### config.mk
export PLATFORM = sky130hd
export DESIGN_NAME = multicycle_ctrl
export DESIGN_NICKNAME = d
export VERILOG_FILES = /design/src/rtl/multicycle_ctrl.sv
export SDC_FILE = /design/constraint.sdc
export NUM_CORES = 1
export LEC_CHECK = 0
export ABC_AREA = 1
export CAP_MARGIN = 25
export CORE_ASPECT_RATIO = 1.2
export CORE_MARGIN = 2
export CORE_UTILIZATION = 36
export CTS_CLUSTER_SIZE = 40
export DETAILED_ROUTE_END_ITERATION = 8
export PLACE_DENSITY_LB_ADDON = 0.1
export SLEW_MARGIN = 20
export SYNTH_ARGS = -nofsm -noshare
export SYNTH_HDL_FRONTEND = slang
export SYNTH_SLANG_ARGS = --single-unit
### constraint.sdc
create_clock -name clk -period 1.2 [get_ports clk]
set_input_delay 0.18 -clock clk [delete_from_list [all_inputs] [get_ports clk]]
set_output_delay 0.18 -clock clk [all_outputs]
set_load 0.02 [all_outputs]
### src/rtl/multicycle_ctrl.sv
// Control FSM for the multicycle MIPS datapath: decodes op/funct and sequences
// fetch, decode, execute, memory and writeback, stretching memory states on memready.
module multicycle_ctrl #(
    parameter bit FETCH_ON_ILLEGAL = 1'b1
) (
    input  logic       clk,
    input  logic       reset,
    input  logic [5:0] op,
    input  logic [5:0] funct,
    input  logic       zero,
    input  logic       memready,
    output logic       pcen,
    output logic       irwrite,
    output logic       regwrite,
    output logic       memwrite,
    output logic       iord,
    output logic       alusrca,
    output logic [1:0] alusrcb,
    output logic [1:0] pcsrc,
    output logic [2:0] alucontrol,
    output logic       regdst,
    output logic       memtoreg,
    output logic       immExt,
    output logic [3:0] state
);

    typedef enum logic [3:0] {
        S_FETCH   = 4'd0,
        S_DECODE  = 4'd1,
        S_MEMADR  = 4'd2,
        S_MEMRD   = 4'd3,
        S_MEMWB   = 4'd4,
        S_MEMWR   = 4'd5,
        S_RTYPEEX = 4'd6,
        S_RTYPEWB = 4'd7,
        S_BRANCH  = 4'd8,
        S_IMMEX   = 4'd9,
        S_IMMWB   = 4'd10,
        S_JUMP    = 4'd11,
        S_HALT    = 4'd15
    } state_t;

    state_t state_q, state_d;

    logic       is_rtype, is_lw, is_sw, is_beq, is_bne, is_imm, is_j;
    logic       funct_ok;
    logic [2:0] funct_alu;
    logic [2:0] imm_alu;
    logic       imm_zext;

    always_comb begin
        is_rtype = (op == 6'b000000);
        is_lw    = (op == 6'b100011);
        is_sw    = (op == 6'b101011);
        is_beq   = (op == 6'b000100);
        is_bne   = (op == 6'b000101);
        is_j     = (op == 6'b000010);
        is_imm   = 1'b1;
        imm_alu  = 3'b010;
        imm_zext = 1'b0;
        case (op)
            6'b001000: imm_alu = 3'b010;
            6'b001100: begin imm_alu = 3'b000; imm_zext = 1'b1; end
            6'b001101: begin imm_alu = 3'b001; imm_zext = 1'b1; end
            6'b001010: imm_alu = 3'b111;
            default:   is_imm = 1'b0;
        endcase
    end

    // Unknown funct falls back to add but is flagged so the writeback is skipped.
    always_comb begin
        funct_ok  = 1'b1;
        funct_alu = 3'b010;
        case (funct)
            6'b100000: funct_alu = 3'b010;
            6'b100010: funct_alu = 3'b110;
            6'b100100: funct_alu = 3'b000;
            6'b100101: funct_alu = 3'b001;
            6'b101010: funct_alu = 3'b111;
            default:   funct_ok  = 1'b0;
        endcase
    end

    always_ff @(posedge clk or negedge reset) begin
        if (!reset) state_q <= S_FETCH;
        else        state_q <= state_d;
    end

    always_comb begin
        state_d = S_FETCH;
        case (state_q)
            S_FETCH:   state_d = memready ? S_DECODE : S_FETCH;
            S_DECODE: begin
                if (is_lw || is_sw)       state_d = S_MEMADR;
                else if (is_rtype)        state_d = S_RTYPEEX;
                else if (is_beq || is_bne) state_d = S_BRANCH;
                else if (is_imm)          state_d = S_IMMEX;
                else if (is_j)            state_d = S_JUMP;
                else                      state_d = FETCH_ON_ILLEGAL ? S_FETCH : S_HALT;
            end
            S_MEMADR:  state_d = is_lw ? S_MEMRD : S_MEMWR;
            S_MEMRD:   state_d = memready ? S_MEMWB : S_MEMRD;
            S_MEMWR:   state_d = memready ? S_FETCH : S_MEMWR;
            S_RTYPEEX: state_d = funct_ok ? S_RTYPEWB : S_FETCH;
            S_IMMEX:   state_d = S_IMMWB;
            S_HALT:    state_d = S_HALT;
            default:   state_d = S_FETCH;
        endcase
    end

    always_comb begin
        pcen       = 1'b0;
        irwrite    = 1'b0;
        regwrite   = 1'b0;
        memwrite   = 1'b0;
        iord       = 1'b0;
        alusrca    = 1'b0;
        alusrcb    = 2'b00;
        pcsrc      = 2'b00;
        alucontrol = 3'b010;
        regdst     = 1'b0;
        memtoreg   = 1'b0;
        immExt     = 1'b0;
        case (state_q)
            S_FETCH: begin
                alusrcb = 2'b01;
                irwrite = memready;
                pcen    = memready;
            end
            S_DECODE:  alusrcb = 2'b11;
            S_MEMADR: begin
                alusrca = 1'b1;
                alusrcb = 2'b10;
            end
            S_MEMRD:   iord = 1'b1;
            S_MEMWB: begin
                memtoreg = 1'b1;
                regwrite = 1'b1;
            end
            S_MEMWR: begin
                iord     = 1'b1;
                memwrite = 1'b1;
            end
            S_RTYPEEX: begin
                alusrca    = 1'b1;
                alucontrol = funct_alu;
            end
            S_RTYPEWB: begin
                regdst   = 1'b1;
                regwrite = 1'b1;
            end
            S_BRANCH: begin
                alusrca    = 1'b1;
                alucontrol = 3'b110;
                pcsrc      = 2'b01;
                pcen       = is_bne ? ~zero : zero;
            end
            S_IMMEX: begin
                alusrca    = 1'b1;
                alusrcb    = 2'b10;
                alucontrol = imm_alu;
                immExt     = imm_zext;
            end
            S_IMMWB: begin
                regwrite   = 1'b1;
                alucontrol = imm_alu;
                immExt     = imm_zext;
            end
            S_JUMP: begin
                pcsrc = 2'b10;
                pcen  = 1'b1;
            end
            default: ;
        endcase
        // Reset forces FETCH, whose pcen/irwrite follow memready, so gate explicitly.
        if (!reset) begin
            pcen     = 1'b0;
            irwrite  = 1'b0;
            regwrite = 1'b0;
            memwrite = 1'b0;
        end
    end

    assign state = state_q;

endmodule

* Word level (Yosys, flattened, before mapping)
Cells that the tools add are included.
** Operators by class
- $add $sub $neg :: 0
- Multiply operators :: 0
- Div/mod/pow operators :: 0
- Order comparisons :: 0
- Eq/ne operators :: 26
- Shift-type cells :: 0
- Muxes and demuxes :: 33
- Bitwise operators :: 1
- Reduce and logical (&&, ||, !) cells :: 12
** Operators by type and width (count)
- 6-bit == test (second input constant) :: 7
- 4-bit case mux with 8 select lines :: 1
- 6-bit by 4-bit == test with 1-bit output (second input constant) :: 4
- 4-bit == test (second input constant) :: 5
- 4-bit two-way mux :: 5
- 3-bit case mux with 3 select lines :: 2
- 1-bit two-way mux :: 17
- 4-bit by 3-bit == test with 1-bit output (second input constant) :: 4
- 6-bit by 3-bit == test with 1-bit output (second input constant) :: 2
- 3-bit two-way mux :: 4
- 3-bit case mux with 4 select lines :: 1
- 4-bit by 2-bit == test with 1-bit output (second input constant) :: 2
- 2-bit OR reduction :: 4
- 4-bit OR reduction :: 2
- 6-bit by 2-bit == test with 1-bit output (second input constant) :: 1
- 6-bit logical NOT :: 1
- 2-bit case mux with 3 select lines :: 1
- 5-bit OR reduction :: 1
- 4-bit by 1-bit == test with 1-bit output (second input constant) :: 1
- 4-bit logical NOT :: 1
- 2-bit case mux with 2 select lines :: 1
- 1-bit case mux with 3 select lines :: 1
- 3-bit OR reduction :: 1
- 1-bit logical OR :: 2
- 1-bit inverter :: 1
** Word-level totals
- Register bits after elaboration :: 4
- Latch bits :: 0
- RAM bits :: 0
- Memory bits (read-only) :: 0
- Input port bits :: 16
- Output and inout bits :: 20
- Logic and storage cells :: 73
- Memories :: 0

* Longest topological paths before layout
Gate-level depths: netlist of the first run.
- Depth in word-level cells :: 8
- Gate-level depth with buffers :: 9
- Depth with buffers taken out :: 9

* Least setup slack after synthesis of the first run
Ideal clock, no wire load.
- Path type :: reg2out
- Start point :: register state_q[3] (netlist: state[3])
- End point :: output pcen
- Arrival :: 1396 ps
- Required time :: 1020 ps
- Path slack :: -376 ps
- Stages on the path, launching flop included :: 7
- Path buffers :: 0
- Cells stage by stage :: dfrtp_1 nand2_2 inv_4 nand2_1 inv_2 nand3_1 a21oi_1
** On the way
- Longest elaborated chain between the ends :: 3
- Elaborated cells on any way between the ends :: 5
- Classes of those cells :: eq/ne (2); mux (2); reduce/logical (1)
** Ends and longest elaborated chain
- start, declared :: line 43 : state_t state_q, state_d;
- start signal, assigned :: line 86 : else state_q <= state_d;
- 4-bit == test or 4-bit logical NOT (tied branches) :: line 124 : case (state_q)
- 1-bit case mux with 3 select lines * :: line 124
- 1-bit two-way mux * :: line 176 : if (!reset) begin
- end, declared :: line 12 : output logic pcen,
Every way passes the cells marked *; elsewhere a longest branch is shown, timed or not.

* Worst setup path after layout of the first run
- Start point :: register state_q[0] (netlist: state[0])
- End point :: output alucontrol[2]
** On the way
- Longest elaborated chain between the ends :: 3
- Elaborated cells on any way between the ends :: 6
- Classes of those cells :: eq/ne (4); mux (1); reduce/logical (1)
** Ends and longest elaborated chain
- 4-bit == test :: line 124
- 2-bit OR reduction (no source line)
- 3-bit case mux with 3 select lines * :: line 124
- end, declared :: line 20 : output logic [2:0] alucontrol,
Marks and branches as above.

==> impl_metrics.json, run 1 <==
{
  "outcome": "finished, violations left",
  "violations": "setup timing",
  "placeableCoreArea_um2": 1872,
  "synth-async-reset-ratio": 1.000,
  "worst_pin_slew_ns": 0.3107,
  "synth_seq_area_share": 0.1379,
  "r2r-start": "state[0]",
  "final-hold-violation-count": 0,
  "setup_ws_ns": -0.5551,
  "ant_nets": 0,
  "pwr-share-comb": 0.358,
  "ys_warn_count": 0,
  "clk_pin_slew_ns": 0.04,
  "fmax_mhz": 569.8,
  "final.setup_skew_ns": 0.004326,
  "gp_congestion": 0.8109,
  "crit_required_ns": 1.02,
  "cp.arrival_ns": 1.58,
  "regArea_um2": 105.1,
  "grt_max_degree": 6,
  "seqPwrFrac": 0.287,
  "vias": 1389,
  "worst-setup-path-type": "flop to output port",
  "place_area_um2": 1430,
  "initial_core_util": 0.3877,
  "worstPathCellList": "inv_2 > nand2_2 > inv_4 > nand2_4 > nand2_4 > nand4_1 > nand3_2 > buf_6",
  "p_sw_uw": 144.5,
  "switching_share": 0.3061,
  "overflow": 0,
  "multi_input_area_um2": 755.7,
  "synthToLayoutAreaGrowth_pct": 147.1,
  "numPortBuffers": 35,
  "ir_drop_v": 0.0004335,
  "die_w_um": 44.99,
  "drive_gt1_frac": 0.6330,
  "grt_pass1_vias": 1184,
  "finalSetupViolCount": 23,
  "holdWs_ns": 0.2485,
  "fin_crit_ns": 1.755,
  "slowest_delay_ns": 0.43,
  "detail_route.iter0.violations": 79,
  "synth_cell_types": 19,
  "hold_buffers": 0,
  "r2r_slack_ns": -0.44,
  "synthCells": 135,
  "ctsRootBufferMaster": "clkbuf_4",
  "p_per_area_nw_per_um2": 263.2,
  "layout.nets": 236,
  "cts_buffers": 3,
  "drt_drc_violations_left": 0,
  "worstSkewPairLatency_ns": 0.23,
  "cp_max_fo": 3,
  "dpl.hpwl_mm": 2.219,
  "layout_commonest_cell": "buf_4",
  "ys_seq_elements": 4,
  "relSlewSlack": 0.7921,
  "path_common_cell": "nand2_4",
  "synth_ff_type": "dfrtp_1",
  "cts.sinks": 4,
  "tritoncts": "yes",
  "slew_violations": 0,
  "critPathLaunchType": "flop",
  "maxCapViolCount": 0,
  "htreeDepth": 1,
  "post_drt_via_cell_ratio": 5.861,
  "min_path_type": "primary input to asynchronous set/reset pin",
  "timing.rr.end": "state[0]",
  "antenna_found_initial": 0,
  "die_y_um": 53.18,
  "dp_slack_ns": -0.9166,
  "grt_pass1_wl_mm": 5.030,
  "rows": 17,
  "synth_area_um2": 725.7,
  "routed_wl_mm": 4.655,
  "antenna_cells": 0,
  "p_int_uw": 327.5,
  "cts_buffer_depth": 2,
  "slowest_stage": "dfrtp_2",
  "die_area_um2": 2392,
  "clkPwrFrac": 0.355,
  "endpoint_kind": "output port",
  "grtUsageTotal": 0.2847,
  "post-route-cell-area_um2": 1793,
  "final_cell_mix": "buf_4 (32), buf_6 (31), inv_1 (16), nand3_1 (15), clkdlybuf4s50_1 (15)",
  "dr.pass1.iters": 5,
  "rr_worst_depth": 10,
  "syn_nets": 151,
  "nFillCells": 49,
  "rsz0062_at_grt": "yes",
  "min_period_over_period": 1.463,
  "num_io_pins": 36,
  "p_leak_uw": 0.0009451,
  "avgRoutedWirePerCell_um": 19.64,
  "synth-edff-count": 0,
  "largest_register_ffs": 4,
  "syn_area_per_cell_um2": 5.376
}
==> worst max path at each step <==
stage | startpoint | to | slack (ns) | cells after the start
floorplan | state[2] | alucontrol[0] | -0.21 | 9
global placement | op[5] | pcen | -0.85 | 7
detailed placement | funct[5] | alucontrol[0] | -0.92 | 9
CTS | state[2] | alucontrol[2] | -0.44 | 8
global route | op[4] | alucontrol[1] | -0.62 | 6
finish | state[0] | alucontrol[2] | -0.56 | 8
==> layer usage <==
metal	GRT usage	vias to the layer above	wire, um
met4	0.08824	0	375
met2	0.5667	113	2351
met5	0	-	0
met1	0.2951	644	1585
met3	0.03413	41	343
li1	-	591	-
==> Yosys cell counts (3+ instances only) <==
cell type | instances | area share
nand3_1 | 25 | 0.17
nand2_1 | 24 | 0.12
inv_1 | 22 | 0.11
nor2_1 | 22 | 0.11
inv_2 | 8 | 0.041
a21oi_1 | 4 | 0.028
dfrtp_1 | 4 | 0.14
nand2_2 | 4 | 0.034
nor2_2 | 4 | 0.034
nand4_1 | 3 | 0.026
nor2_4 | 3 | 0.047
o21ai_0 | 3 | 0.021
==> power groups by stage <==
stage | sequential (uW) | clock, uW | combinational (uW)
floorplan | 137 | 0 | 42.4
global placement | 137 | 0 | 133
detailed placement | 137 | 0 | 138
CTS | 136 | 164 | 149
global route | 135 | 183 | 175
finish | 135 | 168 | 169
==> per-stage QoR <==
step | utilization | TNS (ns) | power, uW | std cells
after floorplan | - | -1.062 | 179.7 | 135
after global placement | 0.7640 | -11.39 | 270.0 | 225
after detailed placement | 0.7640 | -11.94 | 275.3 | 225
after CTS | 0.8723 | -6.365 | 448.7 | 231
after global routing | 0.9579 | -9.114 | 493.2 | 237
final | 0.9579 | -8.237 | 472.0 | 237
==> final cells by class <==
type | instances | area share
clock buffers | 3 | 0.01256
well taps | 19 | 0.01326
inverters | 31 | 0.07606
multi-input cells | 100 | 0.4215
repair buffers | 80 | 0.4180
flip-flops and latches | 4 | 0.05862
==> kinds of logic after synthesis <==
family	after synthesis	synth area share
AO/OA/AOI/OAI	9	0.06551
flip-flops	4	0.1379
buffers and inverters	31	0.1638
AND/OR/NAND/NOR	91	0.6328
==> critical path, delay by kind of cell (launching register included) <==
kind | cells | cell delay, ns
buffers and inverters | 3 | 0.33
and+or+nand+nor | 5 | 0.57
DFF | 1 | 0.43
==> repair_timing <==
action	in CTS	in global routing
cloned	0	0
pin swaps	22	23
setup buffers	3	6
resized for setup	147	40
setup endpoints to repair	24	23
No activity file was read; power rests on OpenSTA's default activity.
==> run 2: changes to the inputs <==
--- a/config.mk
+++ b/config.mk
@@ -10,10 +10,10 @@
 export CORE_ASPECT_RATIO = 1.2
 export CORE_MARGIN = 2
 export CORE_UTILIZATION = 36
+export CTS_CLUSTER_DIAMETER = 150
 export CTS_CLUSTER_SIZE = 40
 export DETAILED_ROUTE_END_ITERATION = 8
 export PLACE_DENSITY_LB_ADDON = 0.1
-export SLEW_MARGIN = 20
 export SYNTH_ARGS = -nofsm -noshare
 export SYNTH_HDL_FRONTEND = slang
 export SYNTH_SLANG_ARGS = --single-unit
==> results of run 2 <==
The final DEF is identical to that of run 1; final timing and power are the same.
